File: config.mk
export PLATFORM = sky130hd
export DESIGN_NAME = led_scan_sched
export DESIGN_NICKNAME = d
export VERILOG_FILES = /design/src/rtl/led_scan_sched.sv
export SDC_FILE = /design/constraint.sdc
export NUM_CORES = 1
export LEC_CHECK = 0
export CORE_ASPECT_RATIO = 2
export CORE_MARGIN = 1
export CORE_UTILIZATION = 57
export CTS_CLUSTER_SIZE = 40
export DETAILED_ROUTE_END_ITERATION = 7
export DONT_BUFFER_PORTS = 1
export PLACE_DENSITY = 0.82
export SYNTH_ARGS = -nofsm -noshare
export SYNTH_HDL_FRONTEND = slang
export SYNTH_SLANG_ARGS = --single-unit
File: constraint.sdc
create_clock -name clk -period 2.75 [get_ports clk]
set_input_delay 0.4125 -clock clk [delete_from_list [all_inputs] [get_ports clk]]
set_output_delay 0.4125 -clock clk [all_outputs]
set_load 0.02 [all_outputs]
File: src/rtl/led_scan_sched.sv
// Frame scheduler for an 11-LED charlieplexed RGB array: double-buffered brightness
// levels, three anode phases separated by blanking, per-phase PWM on the cathodes.

module led_scan_lane #(
    parameter int PWM_BITS = 8,
    parameter int MAP      = 0   // colour per phase 0,1,2 -> 0: R,G,B  1: B,G,R  2: G,R,B
) (
    input  logic [2:0][PWM_BITS-1:0] levels,
    input  logic [1:0]               phase,
    input  logic                     on,
    input  logic [PWM_BITS-1:0]      step,
    output logic                     lit
);
    logic [1:0] col;

    always_comb begin
        col = phase;
        case (MAP)
            1:       col = 2'd2 - phase;
            2:       col = (phase == 2'd0) ? 2'd1 : (phase == 2'd1) ? 2'd0 : 2'd2;
            default: col = phase;
        endcase
        if (phase == 2'd3) col = 2'd0;
    end

    assign lit = on && (step < levels[col]);
endmodule

module led_scan_sched #(
    parameter int NLED         = 11,
    parameter int PWM_BITS     = 8,
    parameter int PRESCALE     = 1,
    parameter int BLANK_CYCLES = 16
) (
    input  logic                clk,
    input  logic                rst,
    input  logic                wr_valid,
    input  logic [3:0]          wr_led,
    input  logic [1:0]          wr_col,
    input  logic [PWM_BITS-1:0] wr_data,
    input  logic                commit_req,
    output logic                commit_pend,
    output logic                commit_done,
    output logic                frame_start,
    output logic [NLED-1:0]     ledc,
    output logic [2:0]          leda
);
    localparam int BW = (BLANK_CYCLES > 1) ? $clog2(BLANK_CYCLES) : 1;
    localparam int PW = (PRESCALE > 1) ? $clog2(PRESCALE) : 1;

    localparam logic [0:0] ST_BLANK = 1'b0;
    localparam logic [0:0] ST_ON    = 1'b1;

    logic [0:0]          state;
    logic [1:0]          phase;
    logic [BW-1:0]       bcnt;
    logic [PW-1:0]       pcnt;
    logic [PWM_BITS-1:0] step;

    logic [NLED-1:0][2:0][PWM_BITS-1:0] shadow;
    logic [NLED-1:0][2:0][PWM_BITS-1:0] active;
    logic [NLED-1:0]                    lit;

    logic step_tick, last_step, frame_end, swap, on;

    assign on        = (state == ST_ON);
    assign step_tick = (pcnt == PW'(PRESCALE - 1));
    assign last_step = step_tick && (step == '1);
    assign frame_end = on && (phase == 2'd2) && last_step;
    assign swap      = frame_end && (commit_pend || commit_req);

    // Pulses are combinational so they land on the very cycle they describe.
    assign commit_done = swap && !rst;
    assign frame_start = !rst && !on && (phase == 2'd0) && (bcnt == '0);

    always_ff @(posedge clk) begin
        if (rst) begin
            state <= ST_BLANK;
            phase <= 2'd0;
            bcnt  <= '0;
            pcnt  <= '0;
            step  <= '0;
        end else if (!on) begin
            if (bcnt == BW'(BLANK_CYCLES - 1)) begin
                state <= ST_ON;
                bcnt  <= '0;
            end else begin
                bcnt <= bcnt + 1'b1;
            end
        end else if (step_tick) begin
            pcnt <= '0;
            step <= step + 1'b1;
            if (step == '1) begin
                state <= ST_BLANK;
                phase <= (phase == 2'd2) ? 2'd0 : phase + 2'd1;
            end
        end else begin
            pcnt <= pcnt + 1'b1;
        end
    end

    // A write landing on the swap edge goes to shadow only; active takes the old shadow.
    always_ff @(posedge clk) begin
        if (rst) begin
            shadow      <= '0;
            active      <= '0;
            commit_pend <= 1'b0;
        end else begin
            if (swap) active <= shadow;
            for (int i = 0; i < NLED; i++)
                for (int c = 0; c < 3; c++)
                    if (wr_valid && wr_led == 4'(i) && wr_col == 2'(c))
                        shadow[i][c] <= wr_data;
            if (swap)
                commit_pend <= 1'b0;
            else if (commit_req)
                commit_pend <= 1'b1;
        end
    end

    for (genvar i = 0; i < NLED; i++) begin : g_lane
        localparam int MAP = (i == 1 || i == 3 || i == 5 || i == 6) ? 1 :
                             (i == 7 || i == 8) ? 2 : 0;
        led_scan_lane #(.PWM_BITS(PWM_BITS), .MAP(MAP)) u_lane (
            .levels (active[i]),
            .phase  (phase),
            .on     (on),
            .step   (step),
            .lit    (lit[i])
        );
    end

    always_ff @(posedge clk) begin
        if (rst) begin
            ledc <= '0;
            leda <= 3'b000;
        end else begin
            ledc <= lit;
            leda <= on ? (3'b001 << phase) : 3'b000;
        end
    end
endmodule

=== Yosys cells after proc, flatten, opt, wreduce, memory -nomap -nowiden ===
Cells that the tools add are included.

* Equality and inequality tests: 17
* Bitwise gates (word level): 2
* Add/sub/neg operators: 5
* Reduce and logical (&&, ||, !) cells: 74
* Magnitude comparators: 14
* Shifts and indexed selects: 1
* Multiplexer cells: 34

{| class="wikitable"
|+ Operators by type and width
! operator !! number
|-
| $bmux 8 s2 || 11
|-
| $lt 8x8->1 || 11
|-
| $mux 8 || 11
|-
| $logic_and 1x1->1 || 63
|-
| $eq 4x3->1 const B || 4
|-
| $eq 4x4->1 const B || 4
|-
| $mux 2 || 6
|-
| $lt 2x3->1 const B || 3
|-
| $add 8x1->8 const B || 1
|-
| $eq 4x2->1 const B || 2
|-
| $eq 8x8->1 const B || 1
|-
| $logic_not 4->1 || 2
|-
| $eq 2x2->1 const B || 3
|-
| $mux 1 || 5
|-
| $add 4x1->4 const B || 1
|-
| $eq 2x1->1 const B || 2
|-
| $eq 4x1->1 const B || 1
|-
| $logic_not 2->1 || 2
|-
| $mux 4 || 1
|-
| $reduce_or 2->1 || 2
|-
| $reduce_and 3->1 || 1
|-
| $shl 1x2->3 const A || 1
|-
| $add 2x1->2 const B || 1
|-
| $logic_not 1->1 || 2
|-
| 5 further kinds || 6
|}

* Logic and storage cells: 221
* Output and inout port bits: 17
* Register bits after elaboration: 559
* Bits of input ports: 18

=== Logic depth before layout (Yosys ltp) ===
Gate-level depths: netlist of run 1.

* Word-level depth: 8
* Mapped depth: 12
* Gate-level depth less buffers: 9

=== Hierarchy ===
A second synthesis of run 1 with hierarchy kept.

* Cells, all modules: 2437
* Area, all modules: 25958.6 um2

{| class="wikitable"
|+ By module, submodules not included
! module !! area each (um2) !! cells an instance !! times used
|-
| led_scan_sched || 21609.5 || 1888 || 1
|-
| led_scan_lane at g_lane[0].u_lane ... || 462.9 || 57 || 5
|-
| led_scan_lane at g_lane[1].u_lane ... || 339.1 || 44 || 6
|}

=== Least setup slack after synthesis of run 1 ===
No wires, ideal clock.

* Path type: flip-flop to flip-flop
* Start: register phase[0]
* End: register ledc[4]
* Stages on the path, launching flop included: 11
* Path buffers: 3
* Required time: 2.691 ns
* Path slack: 0.113 ns
* Arrival: 2.577 ns
* Clock period less this slack: 2.637 ns
* Path through: dfxtp_1 -> buf_2 -> buf_2 -> clkbuf_1 -> mux2_2 -> o21ai_0 -> ha_1 -> a21o_1 -> a21o_1 -> a2111oi_0 -> o31a_1

* Longest elaborated chain between the ends: 6

{| class="wikitable"
|+ Ends and longest elaborated chain
! element !! RTL line !! text
|-
| start, declared || 55 || <nowiki>logic [1:0] phase;</nowiki>
|-
| start signal, assigned || 95 || <nowiki>phase <= (phase == 2'd2) ? 2'd0 : phase + 2'd1;</nowiki>
|-
| $eq 2x2->1 || 23 || <nowiki>if (phase == 2'd3) col = 2'd0;</nowiki>
|-
| $mux 2 (*) || 23 ||
|-
| $bmux 8 s2 (*) || 26 || <nowiki>assign lit = on && (step < levels[col]);</nowiki>
|-
| $mux 8 (implied by the code) (*) || 26 ||
|-
| $lt 8x8->1 (*) || 26 ||
|-
| $logic_and 1x1->1 (*) || 26 ||
|-
| end signal, assigned || 138 || <nowiki>ledc <= lit;</nowiki>
|-
| end, declared || 45 || <nowiki>output logic [NLED-1:0] ledc,</nowiki>
|}

Every way passes the cells marked *; elsewhere a longest branch is shown, timed or not. The select of a mux whose other input is x is not followed.
A chain may end at the register's enable or synchronous reset.

=== Final worst setup path of run 1 ===
* Start: register phase[1]
* End: register ledc[2]

Same word-level chain as after synthesis.

==> metrics.md, run 1 <==
| Metric | Value |
|---|---|
| Worst VDD drop | `slightly above 400 uV` |
| RSZ-0062 raised after global routing | `no` |
| Fillers | `2,834` |
| Dpl cell area | `roughly 0.023 mm^2` |
| CTS tree | `done` |
| Pin count of the biggest net entering global routing | `between 150 and 200` |
| Top-area cell type share of the netlist area | `0.491` |
| Yosys reg bits | `roughly 560` |
| Iteration-0 DRC Markers | `between 1,000 and 1,500` |
| Crit path buffers/inverters | `1` |
| Clock-pin slew on the worst setup and hold paths | `approximately 70 ps` |
| Initial Utilization | `0.577` |
| Average wire per standard cell | `22.7 um` |
| Worst path slowest cell | `a2111oi_0` |
| Most used cell, CP | `a21o_1` |
| Mapped Area | `0.0227 mm^2` |
| # H-tree levels | `2` |
| Status | `finished, final reports clean` |
| Total gr overflow | `0` |
| Setup violations, final | `0` |
| Int Power | `12.0 mW` |
| HPWL after DPL | `34.7 mm` |
| Hold Vio Cnt, Final | `0` |
| CP Capture Type | `flop` |
| Detail Route Antenna Nets | `0` |
| Area leader, netlist | `dfxtp_1` |
| Combinational fraction of design power | `0.018` |
| Most common cell after layout, fill and taps aside | `dfxtp_1` |
| WP data required | `roughly 3300 ps` |
| Cell variety after synth | `45` |
| Clock power share | `0.451` |
| Final wirelength | `around 63 mm` |
| Die H | `284 um` |
| Die ar. | `a little over 0.04 mm^2` |
| Final Critical Period | `2670 ps` |
| First-pass GRT wire length | `~98 mm` |
| Initial antenna violation count | `0` |
| Yosys warns | `0` |
| RePlAce Congestion | `around 0.85` |
| Max Cap Viol | `0` |
| Port Buffer Count | `0` |
| Top delay family on crit path | `compound AO/OA/AOI/OAI gates` |
| Synthesized area per cell | `10.7 um^2` |
| Max Clock Freq | `~0.37 GHz` |
| Rel. slew slack | `0.188` |
| Most frequent cells in the layout | `dfxtp_1, mux2i_1, nor2_1` |
| Critical path class | `reg2reg` |
| Critical Path Stages | `7` |
| First drt pass iteration count | `7` |
| DR vias | `17,400` |
| Ant. Diodes | `0` |
| Pwr Density | `approximately 600 mW/mm^2` |
| Synth async-reset ratio | `0` |
| TNS Setup | `0 ps` |
| Die W | `approximately 140 um` |
| Area Growth Syn to Fin | `15.1%` |
| R2R cell count | `7` |
| CTS Buf Count | `45` |
| Seq/Total Area, Yosys | `0.491` |
| Total GRT Usage | `0.308` |
| Worst Path Arrival | `3190 ps` |
| Sw power | `around 3.3 mW` |
| Worst Path Max Fanout | `33` |
| Clock root cell | `clkbuf_16` |
| Residual DRC | `0` |
| Slew at the pin closest to its max-slew limit | `about 1200 ps` |
| CP max stage delay | `560 ps` |
| Site row count | `103` |
| Seq pwr share | `0.531` |
| Layout cells sized above 1 | `0.0877` |
| Hold path depth | `2` |
| Sink Count | `between 500 and 600` |
| Clock buffer depth | `3` |
| Sw Ratio | `0.214` |
| Static leakage | `roughly 11 nW` |
| Ports | `35` |
| Cells after Synth | `2,127` |
| Fin. max-slew vios | `0` |
| Worst min path class | `in2reg` |
| Fin cells | `between 2,000 and 3,000` |
| Final core utilization | `0.663` |
| Worst setup SP type | `flop` |
| Post-synth EDFFs | `0` |
| Nets@finish | `between 2,000 and 2,500` |
| Vias in the first global route | `18,000` |
| Vias per inst | `6.26` |
| Crit path cell chain | `inv_2 -> o21ai_0 -> ha_1 -> a21o_1 -> a21o_1 -> a2111oi_0 -> o31a_1` |
| Clock Skew | `between 20 and 25 ps` |
| Synth Flop Type | `dfxtp_1` |
| Net Count, Synth | `about 2,200` |
| Fin crit share | `0.972` |
| Final instance area | `0.0262 mm^2` |
| Core area | `about 0.039 mm^2` |
| Clock Latency Late Sink | `580 ps` |
| Inst Count DP | `~2,500` |
| Ranking of synthesized cells by area | `dfxtp_1, mux2i_1, a22o_1` |
## power by group through the flow
stage | Clock, mW | Combinational (mW) | Sequential [mW]
6_report | 6.88 | 0.281 | 8.11
5_1_grt | 7.23 | 0.295 | 8.11
4_1_cts | 6.90 | 0.274 | 8.11
3_5_place_dp | 0 | 0.208 | 8.30
3_3_place_gp | 0 | 0.203 | 8.29
2_1_floorplan | 0 | 0.296 | 8.29
## state kept, by name (all words and copies together) (netlist names)
name         count
active         264
shadow         264
ledc            11
step             8
bcnt             4
leda             3
phase            2
commit_pend      1
on               1
## cell usage after synthesis (2+ instances only)
cell	n
a21oi_1	67
ha_1	80
nor2b_1	15
o2111ai_1	2
nor3_2	8
nand2_1	48
o21ai_0	53
a21o_1	10
buf_1	17
clkbuf_1	74
a22o_1	269
o211ai_1	5
buf_2	28
nor3_4	11
or3_1	3
nand3_1	16
nor3_1	8
mux2i_1	353
nor2_1	327
nand4_1	11
a2111oi_0	12
buf_6	52
o31a_1	3
xnor2_1	3
inv_1	16
or4_1	4
nand2b_1	7
mux2_2	30
xor2_1	3
nand3b_1	2
a211oi_1	19
dfxtp_1	558
## worst register-to-register path, delay by kind of cell (launching register included)
family	cells	cell delay, ps
buffers and inverters	1	490
AO/OA/AOI/OAI	5	1370
flip-flops	1	430
adder cells (fa/ha/maj)	1	340
## per-layer routing
layer  share of wire  GRT usage  vias up
li1                -          -     7837
met1            0.36      0.344     8521
met2            0.49      0.521      756
met3           0.068     0.0534      305
met4           0.079      0.226        0
met5               0          0        -
## logic make-up after synthesis
logic type,Yosys count,share of synthesized area
buf+inv,188,0.0499
xor+xnor,6,0.00231
mux,383,0.170
flops,558,0.491
fa+ha+maj,80,0.0440
compound gates,445,0.149
simple gates,467,0.0929
## area by class of cell
type | count | area (um^2) | share of cell area
well taps | 525 | 657 | 0.0251
inverters | 16 | 60.1 | 0.00230
flip-flops and latches | 558 | 11200 | 0.427
repair buffers | 220 | 2270 | 0.0867
multi-input cells | 1381 | 10400 | 0.399
clock buffers | 62 | 1300 | 0.0498
clock inverters | 21 | 249 | 0.00952
## through the flow
step	total power, mW	hold slack (ps)	setup WS (ps)
after floorplan	8.59	438	113
after global placement	8.50	453	163
after detailed placement	8.50	455	106
after CTS	15.3	2.94	11.2
after global routing	15.6	8.20	13.8
final	15.3	6.79	75.6
## path summary, 6_finish.rpt
kind | from | slack [ps] | endpoint
min | wr_data[1] | 7 | shadow[9]$_SDFFE_PP0P_
min reg2reg | active[30]$_SDFFE_PP0P_ | 480 | active[30]$_SDFFE_PP0P_
max reg2reg | phase[1]$_SDFFE_PP0P_ | 80 | ledc[2]$_SDFF_PP0_
max | phase[1]$_SDFFE_PP0P_ | 80 | ledc[2]$_SDFF_PP0_
## repair_timing
action	4_1_cts	5_1_grt
endpoints found under the setup margin	2	7
gates cloned	1	1
gates resized for setup	2	3
hold buffers	155	0
pin swaps	1	1
hold endpoints to repair	277	0
setup buffers	1	2
Power figures use the tool's default switching activity.
==> run 2, diff against run 1 <==
--- a/config.mk
+++ b/config.mk
@@ -11,7 +11,7 @@
 export CTS_CLUSTER_SIZE = 40
 export DETAILED_ROUTE_END_ITERATION = 7
 export DONT_BUFFER_PORTS = 1
-export PLACE_DENSITY = 0.82
+export PLACE_DENSITY = 0.77
 export SYNTH_ARGS = -nofsm -noshare
 export SYNTH_HDL_FRONTEND = slang
 export SYNTH_SLANG_ARGS = --single-unit
==> run 2 against run 1 <==
Die area is the same. Non-clock buffer count down 11. Clock power grew 3%. Combinational power increased by 3%. Routed wire length shrank 2.5%. Critical path depth is 3 higher. Count of clock-buffer cells in the layout did not move. First-iteration DRC count down 9.4%. Hold slack improved by 3.8 ps. Maximum frequency grew 0.32%. Register-to-register slack about the same.
==> metrics.md, run 2 (synthesis results as in run 1) <==
| Metric | Value |
|---|---|
| Status | `finished, final reports clean (unchanged)` |
| Total GRT Usage | `0.304 (was 0.308)` |
| Fin cells | `2,775 (was 2,783)` |
| Critical path class | `reg2reg (unchanged)` |
| Fin. max-slew vios | `0 (unchanged)` |
| Layout cells sized above 1 | `0.0853 (was 0.0877)` |
| DR vias | `17,100 (was 17,400)` |
| Residual DRC | `0 (unchanged)` |
| CTS Buf Count | `47 (was 45)` |
| Hold Vio Cnt, Final | `0 (unchanged)` |
| Setup violations, final | `0 (unchanged)` |
| Worst Path Arrival | `3180 ps (was 3190 ps)` |
| Initial Utilization | `0.577 (unchanged)` |
| CP Capture Type | `flop (unchanged)` |
| CTS tree | `done (unchanged)` |
| # H-tree levels | `2 (unchanged)` |
| WP data required | `3260 ps (about the same)` |
| Average wire per standard cell | `22.2 um (was 22.7 um)` |
| Core area | `0.0394 mm^2 (unchanged)` |
| Site row count | `103 (unchanged)` |
| Max Cap Viol | `0 (unchanged)` |
| Vias per inst | `6.18 (was 6.26)` |
| Die H | `284 um (unchanged)` |
| Iteration-0 DRC Markers | `1,280 (was 1,413)` |
| Die W | `143 um (unchanged)` |
| Clock Latency Late Sink | `570 ps (was 580 ps)` |
| Most frequent cells in the layout | `dfxtp_1, mux2i_1, nor2_1 (unchanged)` |
| Pin count of the biggest net entering global routing | `151 (unchanged)` |
| First-pass GRT wire length | `96.3 mm (was 97.8 mm)` |
| Clock Skew | `10.8 ps (was 23.7 ps)` |
| Vias in the first global route | `17,800 (was 18,000)` |
| Final wirelength | `61.5 mm (was 63.0 mm)` |
| Static leakage | `11.2 nW (was 11.3 nW)` |
| Pwr Density | `591 mW/mm^2 (was 584 mW/mm^2)` |
| Total gr overflow | `0 (unchanged)` |
| Area Growth Syn to Fin | `15.0% (was 15.1%)` |
| Fillers | `2,998 (was 2,834)` |
| Dpl cell area | `0.0229 mm^2 (about the same)` |
| Final instance area | `0.0262 mm^2 (about the same)` |
| Final Critical Period | `2670 ps (about the same)` |
| Slew at the pin closest to its max-slew limit | `802 ps (was 1220 ps)` |
| Worst VDD drop | `538 uV (was 407 uV)` |
| First drt pass iteration count | `5 (was 7)` |
| Fin crit share | `0.969 (was 0.972)` |
| Worst setup SP type | `flop (unchanged)` |
| Detail Route Antenna Nets | `0 (unchanged)` |
| Rel. slew slack | `0.464 (was 0.188)` |
| Die ar. | `0.0407 mm^2 (unchanged)` |
| Port Buffer Count | `0 (unchanged)` |
| RSZ-0062 raised after global routing | `yes (was no)` |
| Final core utilization | `0.663 (about the same)` |
| Sink Count | `558 (unchanged)` |
| Ant. Diodes | `0 (unchanged)` |
| Clock-pin slew on the worst setup and hold paths | `70 ps (about the same)` |
| Worst min path class | `in2reg (unchanged)` |
| Largest regs | `active (264), shadow (264), ledc (11) (unchanged)` |
| RePlAce Congestion | `0.844 (was 0.850)` |
| Ports | `35 (unchanged)` |
| Nets@finish | `2,311 (was 2,320)` |
| Initial antenna violation count | `0 (unchanged)` |
| Clock buffer depth | `3 (unchanged)` |
| HPWL after DPL | `34.6 mm (was 34.7 mm)` |
| Clock root cell | `clkbuf_16 (unchanged)` |
| Worst Path Max Fanout | `31 (was 33)` |
| Inst Count DP | `2,532 (was 2,540)` |
| Most common cell after layout, fill and taps aside | `dfxtp_1 (unchanged)` |
| Max Clock Freq | `0.375 GHz (was 0.374 GHz)` |
run 2: changes by cell type in the layout (fill, tap and decap cells not counted), moves of 3 or more:
cell / change
clkinv_4: +3
buf_4: -11
clkbuf_16: +3
clkbuf_1: -3
run 2: layout make-up:
class                      count  area, um^2  share of cell area
tap                          525         657              0.0251
inverter                      16        60.1             0.00230
timing repair buffer         209        2180              0.0834
sequential                   558       11200               0.427
clock inverter                24         264              0.0101
multi-input combinational   1381       10400               0.399
clock buffer                  62        1370              0.0522
run 2: power breakdown:
| part | switching, mW | internal (mW) | leakage [nW] | total (mW) |
|---|---|---|---|---|
| clock network | 3.07 | 3.99 | 0.807 | 7.06 |
| logic | 0.193 | 0.0970 | 5.94 | 0.290 |
| registers | 0.0164 | 8.09 | 4.50 | 8.11 |
| total | 3.28 | 12.2 | 11.2 | 15.5 |
run 2: per-layer routing:
layer  share of wire  GRT usage
met5               0          0
met4           0.062      0.179
met3           0.057     0.0458
met2            0.50      0.533
met1            0.38      0.343
run 2: what timing repair did:
action	4_1_cts	5_1_grt
setup endpoints to repair	1	4
pin swaps	1	0
hold buffers	155	0
hold endpoints to repair	280	0
gates resized for setup	0	5
gates cloned	0	1
setup buffers	1	0
run 2: per-stage QoR:
step                      hold WS [ps]  setup TNS (ps)  power [mW]  worst slack [ps]
final                             10.6               0        15.5              84.1
after global routing              17.4           -3.77        15.8             -3.77
after CTS                        0.681               0        15.5              38.1
after detailed placement           454               0        8.51               117
after global placement             453               0        8.50               196
after floorplan                    438               0        8.59               113
run 2: critical path, stage by stage (launching register included):
cell and delay [ps]:
dfxtp_4 430, buf_16 210, buf_12 220, mux2i_1 210, nand2_1 60, o21ai_0 100, ha_1 290, a21o_1 170
a21o_1 170, a2111oi_0 510, o31a_1 220
run 2: final timing paths:
check | depth (start not counted) | startpoint | endpoint | slack, ps
setup / recovery | 10 | phase[0]$_SDFFE_PP0P_ | ledc[10]$_SDFF_PP0_ | 80
hold reg to reg | 1 | shadow[167]$_SDFFE_PP0P_ | active[167]$_SDFFE_PP0P_ | 470
setup reg to reg | 10 | phase[0]$_SDFFE_PP0P_ | ledc[10]$_SDFF_PP0_ | 80
hold / removal | 2 | wr_data[3] | shadow[251]$_SDFFE_PP0P_ | 10
==> run 3, diff against run 2 <==
--- a/config.mk
+++ b/config.mk
@@ -12,6 +12,7 @@
 export DETAILED_ROUTE_END_ITERATION = 7
 export DONT_BUFFER_PORTS = 1
 export PLACE_DENSITY = 0.77
+export SLEW_MARGIN = 20
 export SYNTH_ARGS = -nofsm -noshare
 export SYNTH_HDL_FRONTEND = slang
 export SYNTH_SLANG_ARGS = --single-unit
==> results of run 3 <==
The final DEF is identical to that of run 2; final timing and power are the same.
